<file path="config.mk">
export PLATFORM = sky130hd
export DESIGN_NAME = shift_add_mult8
export DESIGN_NICKNAME = d
export VERILOG_FILES = /design/src/rtl/shift_add_mult8.sv
export SDC_FILE = /design/constraint.sdc
export NUM_CORES = 1
export LEC_CHECK = 0
export ABC_AREA = 0
export CORE_ASPECT_RATIO = 0.8
export CORE_MARGIN = 2
export CORE_UTILIZATION = 59
export CTS_BUF_LIST = sky130_fd_sc_hd__clkbuf_16
export CTS_CLUSTER_SIZE = 12
export DETAILED_ROUTE_END_ITERATION = 12
export PLACE_DENSITY = 0.85
export SLEW_MARGIN = 20
export SYNTH_ARGS = -nofsm -noshare
export SYNTH_HDL_FRONTEND = slang
export SYNTH_SLANG_ARGS = --single-unit
export TNS_END_PERCENT = 100
</file>
<file path="constraint.sdc">
create_clock -name Clk -period 11.7 [get_ports Clk]
set_input_delay 1.17 -clock Clk [delete_from_list [all_inputs] [get_ports Clk]]
set_output_delay 1.17 -clock Clk [all_outputs]
set_load 0.02 [all_outputs]
</file>
<file path="src/rtl/shift_add_mult8.sv">
// Sequential unsigned shift-and-add multiplier: one multiplier bit per clock, 2*WIDTH-bit product.
// Optional early termination when the remaining multiplier bits are zero: SHIFT_ADD_MULT_EARLY_TERM_EN.
module shift_add_mult8 #(
  parameter int WIDTH = 8
) (
  input  logic                 Clk,
  input  logic                 Reset,
  input  logic                 Start,
  input  logic [WIDTH-1:0]     A,
  input  logic [WIDTH-1:0]     B,
  output logic [2*WIDTH-1:0]   Product,
  output logic                 Busy,
  output logic                 Done
);

  localparam int CW = $clog2(WIDTH) + 1;

  typedef enum logic [1:0] {
    S_IDLE,
    S_RUN,
    S_DONE
  } state_e;

  state_e               state_q, state_d;
  logic [2*WIDTH-1:0]   mcand_q, mcand_d;
  logic [WIDTH-1:0]     mplier_q, mplier_d;
  logic [2*WIDTH-1:0]   acc_q, acc_d;
  logic [CW-1:0]        count_q, count_d;
  logic [2*WIDTH-1:0]   product_q, product_d;

  logic [WIDTH-1:0]     lo_sum, hi_sum;
  logic                 lo_cout;
  logic [2*WIDTH-1:0]   acc_next;
  logic [WIDTH-1:0]     mplier_shift;
  logic                 last_iter;

  // WIDTH-bit ripple-carry adder: sum and carry-out are split so the
  // high half can drop its carry without leaving dangling bits.
  function automatic logic [WIDTH-1:0] rca_sum(input logic [WIDTH-1:0] a,
                                                input logic [WIDTH-1:0] b,
                                                input logic             cin);
    logic             c;
    logic [WIDTH-1:0] s;
    c = cin;
    s = '0;
    for (int unsigned i = 0; i < WIDTH; i++) begin
      s[i] = a[i] ^ b[i] ^ c;
      c    = (a[i] & b[i]) | (c & (a[i] ^ b[i]));
    end
    return s;
  endfunction

  function automatic logic rca_cout(input logic [WIDTH-1:0] a,
                                    input logic [WIDTH-1:0] b,
                                    input logic             cin);
    logic c;
    c = cin;
    for (int unsigned i = 0; i < WIDTH; i++) begin
      c = (a[i] & b[i]) | (c & (a[i] ^ b[i]));
    end
    return c;
  endfunction

  always_ff @(posedge Clk) begin
    if (Reset) begin
      state_q   <= S_IDLE;
      mcand_q   <= '0;
      mplier_q  <= '0;
      acc_q     <= '0;
      count_q   <= '0;
      product_q <= '0;
    end else begin
      state_q   <= state_d;
      mcand_q   <= mcand_d;
      mplier_q  <= mplier_d;
      acc_q     <= acc_d;
      count_q   <= count_d;
      product_q <= product_d;
    end
  end

  // Add engine: low half first, its carry ripples into the high half.
  always_comb begin
    lo_sum       = rca_sum(acc_q[WIDTH-1:0], mcand_q[WIDTH-1:0], 1'b0);
    lo_cout      = rca_cout(acc_q[WIDTH-1:0], mcand_q[WIDTH-1:0], 1'b0);
    hi_sum       = rca_sum(acc_q[2*WIDTH-1:WIDTH], mcand_q[2*WIDTH-1:WIDTH], lo_cout);
    acc_next     = mplier_q[0] ? {hi_sum, lo_sum} : acc_q;
    mplier_shift = mplier_q >> 1;
`ifdef SHIFT_ADD_MULT_EARLY_TERM_EN
    last_iter    = (count_q == CW'(WIDTH - 1)) || (mplier_shift == '0);
`else
    last_iter    = (count_q == CW'(WIDTH - 1));
`endif
  end

  always_comb begin
    state_d   = state_q;
    mcand_d   = mcand_q;
    mplier_d  = mplier_q;
    acc_d     = acc_q;
    count_d   = count_q;
    product_d = product_q;
    case (state_q)
      S_IDLE, S_DONE: begin
        if (Start) begin
          mcand_d  = {{WIDTH{1'b0}}, A};
          mplier_d = B;
          acc_d    = '0;
          count_d  = '0;
          state_d  = S_RUN;
        end else begin
          state_d  = S_IDLE;
        end
      end
      S_RUN: begin
        acc_d    = acc_next;
        mcand_d  = mcand_q << 1;
        mplier_d = mplier_shift;
        count_d  = count_q + CW'(1);
        if (last_iter) begin
          product_d = acc_next;
          state_d   = S_DONE;
        end
      end
      default: state_d = S_IDLE;
    endcase
  end

  always_comb begin
    Busy    = (state_q == S_RUN);
    Done    = (state_q == S_DONE);
    Product = product_q;
  end

endmodule

</file>
==> results of run 1 <==
==> critical path, cell delays in order, from the launching register on <==
cell and delay, ns:
dfxtp_1 0.36, ha_1 0.15, inv_1 0.04, fa_1 0.37, fa_1 0.39, fa_1 0.39
fa_1 0.38, fa_1 0.39, fa_1 0.37, inv_1 0.08, fa_1 0.16, inv_1 0.05
fa_1 0.37, inv_1 0.08, fa_1 0.18, fa_1 0.16, inv_1 0.05, fa_1 0.39
fa_1 0.37, inv_1 0.07, fa_1 0.17, fa_1 0.18, xor2_1 0.18, a21boi_0 0.15
o21ai_0 0.21, a21oi_1 0.08
==> per-stage QoR <==
step / instances / setup WS (ns) / instance area (um2) / util, %
floorplan: 324 / 6.18 / 2820 / -
global placement: 396 / 5.97 / 3140 / 68.3
detailed placement: 396 / 5.81 / 3140 / 68.3
CTS: 412 / 5.77 / 3390 / 73.8
global route: 412 / 5.40 / 3390 / 73.8
finish: 412 / 5.77 / 3390 / 73.8
==> layout make-up <==
type / instances / share of cell area, %
timing repair buffer: 37 / 10.7
multi-input combinational: 212 / 40.3
clock buffer: 9 / 6.64
sequential: 62 / 36.6
inverter: 25 / 2.77
tap: 60 / 2.21
clock inverter: 7 / 0.775
==> routing by layer <==
metal	wire length [um]	track usage [%]
met1	2500	31.3
met3	369	9.29
met2	2910	40.2
met4	78	9.11
met5	0	0
==> sequential cells by signal (all words and copies together), names as in the netlist <==
register  cells
count_q       4
mplier_q      8
acc_q        16
state_q       2
mcand_q      16
Product      16
==> worst paths after layout <==
kind                                    to
hold / removal    Product[12]$_SDFFE_PP0P_
hold reg to reg   Product[12]$_SDFFE_PP0P_
setup / recovery    acc_q[15]$_SDFFE_PP0P_
setup reg to reg    acc_q[15]$_SDFFE_PP0P_
==> where the power goes <==
part | internal [W] | switching (W) | total, W
Combinational | 0.0000135 | 0.0000210 | 0.0000346
Sequential | 0.000217 | 0.00000567 | 0.000222
Clock | 0.000137 | 0.0000828 | 0.000220
Total | 0.000367 | 0.000110 | 0.000477
==> cell usage after synthesis (2+ instances only) <==
cell	n	area share, %
a21oi_1	34	6.0
a31oi_1	9	2.0
dfxtp_1	62	44
o211ai_1	9	2.4
a22oi_1	25	6.7
fa_1	14	10
nor2_1	41	5.5
nand3_1	8	1.4
o21ai_0	2	0.36
nand2_1	38	5.1
inv_1	24	3.2
clkbuf_1	13	1.7
nor2b_1	2	0.44
a211oi_1	6	1.6
ha_1	2	0.89
buf_2	11	2.0
nor3_1	2	0.36
mux2i_1	6	2.1
nand3b_1	3	0.80
==> kinds of logic (layout without fill, tap and decap cells) <==
kind of cell / after synthesis / in the layout / share of synthesized area [%]
compound gates: 86 / 86 / 19.3
xor+xnor: 1 / 1 / 0.311
fa+ha+maj: 16 / 16 / 10.8
buf+inv: 50 / 78 / 7.42
flops: 62 / 62 / 44.1
mux: 6 / 6 / 2.13
simple gates: 103 / 103 / 15.9
==> impl_metrics.py, run 1 <==
metrics = {
    "flow_run": {
        "cap_violations": 0,
    },
    "place": {
        "io_buffers": 36,
        "dp_hpwl_um": 3700,
        "routabilityCongestion": 0.815,
    },
    "floorplan": {
        "fp.dieArea_um2": 5350,
        "core_um2": 4600,
        "rows": 22,
        "start_util_pct": 61.3,
        "ioPinCount": 37,
        "die_h_um": 65.8,
        "die_w_um": 81.2,
    },
    "synthesis": {
        "ys_seq_area_share_pct": 44.1,
        "async_flop_share_pct": 0,
        "synth_cell_type_count": 32,
        "synth-warning-count": 0,
        "ys_ff_latch": 62,
        "syn_area_um2": 2820,
        "netlist_instances": 324,
        "postSynthAreaPerCell_um2": 8.69,
        "synth_edf_count": 0,
        "syn_nets": 359,
        "ys_dominant_reg_cell": "dfxtp_1",
    },
    "finish": {
        "layout.nets": 382,
        "final_common_cell": "dfxtp_1",
        "num_antenna_cells": 0,
        "area_growth_pct": 20.4,
        "ff_latch_area_um2": 1240,
        "final_cell_mix": "61 x dfxtp_1, 41 x nor2_1, 38 x nand2_1, 35 x clkdlybuf4s50_1, 34 x a21oi_1",
        "multi_input_area_um2": 1370,
        "fillerInstances": 327,
        "layout-drive-gt1-share_pct": 4.83,
    },
    "status": {
        "outcome": "finished clean",
    },
    "sta": {
        "min_period_ns": 5.93,
        "slew_viol_final": 0,
        "whs_ns": 0.450,
        "max_freq_ghz": 0.169,
        "fin_crit_sh_pct": 50.6,
        "slew_headroom_pct": 27.5,
        "tns_ns": 0,
        "finalClockSkew_ns": 0.00543,
        "hold_violations": 0,
        "max_slew.worst_pin.slew_ns": 1.09,
        "rsz0062_at_grt": "false",
        "setup_violations": 0,
    },
    "clock_tree": {
        "clk_pin_slew_ns": 0.05,
        "cts_tree": "built",
        "clkSinkCount": 62,
        "worstSkewPairLatency_ns": 0.32,
        "cts_root_buf": "clkbuf_16",
        "clock_path_buffers": 2,
        "htree_levels": 3,
        "cts_resized": 0,
        "post_cts_buffers": 0,
        "cts.hold.buffers_added": 0,
        "numCtsBuffers": 9,
    },
    "route": {
        "vias_per_cell": 5.65,
        "drt-initial-drc-count": 118,
        "drc": 0,
        "routedWlPerCell_um": 14.2,
        "ant_nets": 0,
        "routed_wl_um": 5860,
        "routed-via-count": 2328,
        "drt_pre_antenna_iters": 5,
    },
    "setup_path": {
        "path_class": "register to register",
        "rrSetupSlack_ns": 5.77,
        "r2r-start": "mcand_q[0]$_SDFFE_PP0P_",
        "start_kind": "register",
        "crit_start": "mcand_q[0]$_SDFFE_PP0P_",
        "critPathMaxFanout": 3,
        "crit_path_end_kind": "register",
        "rr_worst_depth": 25,
        "crit_arrival_ns": 6.08,
        "worstPathRequired_ns": 11.86,
    },
    "power": {
        "power_leakage_nw": 1.16,
        "powerDensity_nw_per_um2": 141,
        "p_total_w": 0.000477,
        "ir_drop_uv": 103,
    },
    "worst_hold_path": {
        "hold_path_depth": 2,
        "min-delay-start": "Product[12]$_SDFFE_PP0P_",
        "hold_class": "register to register",
    },
    "global_routing": {
        "grt_max_degree": 63,
        "grt_pass1_wl_um": 9920,
        "grt_pass1_vias": 2190,
        "grtUsageTotal_pct": 25.2,
        "antenna_found_initial": 0,
        "grt.overflow.total": 0,
    },
}
(Power assumes the default switching activity.)
==> inputs of run 2 (changes only) <==
CORE_UTILIZATION = 54   (was 59)
PLACE_DENSITY = 0.78   (was 0.85)
clock period = 6.2 ns   (was 11.7 ns; I/O delays follow)
==> run 2 against run 1 <==
Clock power rose by 110%. Flip-flop and latch count did not move. Cell count rose by 0.73%. Non-clock buffer count rose by 1. Register-to-register slack got worse by 5.4 ns. Count of clock-buffer cells in the layout did not move. Critical endpoint unchanged. Hold slack got worse by 0.0033 ns. Critical path depth did not move.
==> impl_metrics.py, run 2 (synthesized netlist as in run 1, its figures left out) <==
metrics = {
    "finish": {
        "num_antenna_cells": 0,
        "final_cell_mix": "62 x dfxtp_1, 41 x nor2_1, 38 x nand2_1, 35 x clkdlybuf4s50_1, 34 x a21oi_1",
        "multi_input_area_um2": 1370,
        "final_common_cell": "dfxtp_1",
        "area_growth_pct": 21.9,
        "layout-drive-gt1-share_pct": 5.95,
        "layout.nets": 383,
        "finalNonFillerCells": 415,
        "fillerInstances": 411,
        "ff_latch_area_um2": 1240,
    },
    "setup_path": {
        "critPathMaxFanout": 3,
        "crit_arrival_ns": 6.00,
        "crit_path_end_kind": "register",
        "r2r-start": "mcand_q[0]$_SDFFE_PP0P_",
        "rrSetupSlack_ns": 0.36,
        "rr_worst_depth": 25,
        "start_kind": "register",
        "reg2reg_to": "acc_q[15]$_SDFFE_PP0P_",
        "path_class": "register to register",
        "worstPathRequired_ns": 6.36,
    },
    "global_routing": {
        "gr-max-usage-layer": "met2",
        "met2_usage_pct": 36.9,
        "grt_pass1_vias": 2165,
        "use_met3_pct": 7.26,
        "grt_max_degree": 63,
        "grt.overflow.total": 0,
        "antenna_found_initial": 0,
        "grt_pass1_wl_um": 9940,
        "grtUsageTotal_pct": 22.0,
        "grtUsageMet1_pct": 28.0,
    },
    "clock_tree": {
        "clkSinkCount": 62,
        "clk_pin_slew_ns": 0.05,
        "numCtsBuffers": 9,
        "cts_root_buf": "clkbuf_16",
        "worstSkewPairLatency_ns": 0.33,
        "clock_path_buffers": 2,
        "htree_levels": 3,
        "cts_tree": "built",
        "cts.hold.buffers_added": 0,
    },
    "worst_hold_path": {
        "min-delay-start": "Product[5]$_SDFFE_PP0P_",
        "hold_path_depth": 2,
        "holdPathEnd": "Product[5]$_SDFFE_PP0P_",
        "hold_class": "register to register",
    },
    "sta": {
        "max_slew.worst_pin.slew_ns": 1.10,
        "max_freq_ghz": 0.171,
        "min_period_ns": 5.84,
        "slew_viol_final": 0,
        "slew_headroom_pct": 26.4,
        "tns_ns": 0,
        "setup_violations": 0,
        "finalClockSkew_ns": 0.00611,
        "fin_crit_sh_pct": 94.3,
        "hold_violations": 0,
        "rsz0062_at_grt": "false",
    },
    "route": {
        "ant_nets": 0,
        "drt-initial-drc-count": 162,
        "drc": 0,
        "routed_wl_um": 5780,
        "drt_pre_antenna_iters": 5,
        "vias_per_cell": 5.47,
        "routedWlPerCell_um": 13.9,
        "routed-via-count": 2270,
    },
    "place": {
        "place_inst": 399,
        "dp_hpwl_um": 3620,
        "io_buffers": 36,
        "routabilityCongestion": 0.759,
    },
    "floorplan": {
        "core_um2": 5010,
        "ioPinCount": 37,
        "die_h_um": 68.6,
        "fp.dieArea_um2": 5810,
        "die_w_um": 84.7,
        "rows": 23,
        "start_util_pct": 56.2,
    },
    "power": {
        "power_leakage_nw": 1.17,
        "ir_drop_uv": 339,
        "powerDensity_nw_per_um2": 278,
    },
    "status": {
        "outcome": "finished clean",
    },
    "flow_run": {
        "cap_violations": 0,
    },
}
-- run 2: stage by stage --
stage	total power, W	hold WS, ns	setup WS (ns)	utilization (%)	area (um2)
5_1_grt	0.000989	0.469	0.0386	68.5	3430
2_1_floorplan	0.000470	0.437	0.683	-	2820
3_3_place_gp	0.000491	0.439	0.485	62.9	3150
6_report	0.000954	0.447	0.356	68.5	3430
4_1_cts	0.000961	0.450	0.290	68.5	3430
3_5_place_dp	0.000492	0.443	0.310	62.9	3150
-- run 2: layer usage --
| layer | routed length [um] | up-vias |
|---|---|---|
| met3 | 284 | 8 |
| met5 | 0 | - |
| met1 | 2790 | 1068 |
| met2 | 2620 | 50 |
| met4 | 78 | 0 |
| li1 | - | 1144 |
-- run 2: cell type report --
| type | instances | area share [%] |
|---|---|---|
| clock inverter | 7 | 1.60 |
| timing repair buffer | 38 | 10.8 |
| inverter | 25 | 2.73 |
| clock buffer | 9 | 6.56 |
| tap | 62 | 2.26 |
| sequential | 62 | 36.2 |
| multi-input combinational | 212 | 39.9 |
-- run 2: timing repair --
item,4_1_cts,5_1_grt
setup buffers,0,0
setup endpoints to repair,0,2
gates resized for setup,0,1
hold endpoints to repair,0,0
-- run 2: critical path: stages (launching register included) --
cell      delay [ns]
dfxtp_1         0.36
ha_1            0.16
inv_1           0.05
fa_1            0.39
fa_2            0.36
fa_1            0.39
fa_1            0.40
fa_1            0.39
fa_1            0.36
inv_1           0.08
fa_1            0.15
inv_1           0.05
fa_1            0.35
inv_1           0.08
fa_1            0.17
fa_1            0.16
inv_1           0.05
fa_1            0.37
fa_1            0.36
inv_1           0.07
fa_1            0.18
fa_1            0.19
xor2_1          0.16
a21boi_0        0.12
o21ai_0         0.19
a21oi_1         0.09
-- run 2: how the worst max path moves through the flow --
stage | from | end | slack (ns)
CTS | mcand_q[0]$_SDFFE_PP0P_ | acc_q[15]$_SDFFE_PP0P_ | 0.29
detailed placement | mcand_q[0]$_SDFFE_PP0P_ | acc_q[15]$_SDFFE_PP0P_ | 0.31
floorplan | mcand_q[0]$_SDFFE_PP0P_ | acc_q[15]$_SDFFE_PP0P_ | 0.68
global placement | mcand_q[0]$_SDFFE_PP0P_ | Product[15]$_SDFFE_PP0P_ | 0.48
finish | mcand_q[0]$_SDFFE_PP0P_ | acc_q[15]$_SDFFE_PP0P_ | 0.36
global route | mcand_q[0]$_SDFFE_PP0P_ | acc_q[15]$_SDFFE_PP0P_ | 0.04
-- run 2: power breakdown --
group	switching, W	leakage, nW	internal (W)	total [W]
Combinational	0.0000432	0.530	0.0000259	0.0000691
Clock	0.000167	0.139	0.000303	0.000470
Sequential	0.00000651	0.502	0.000408	0.000415
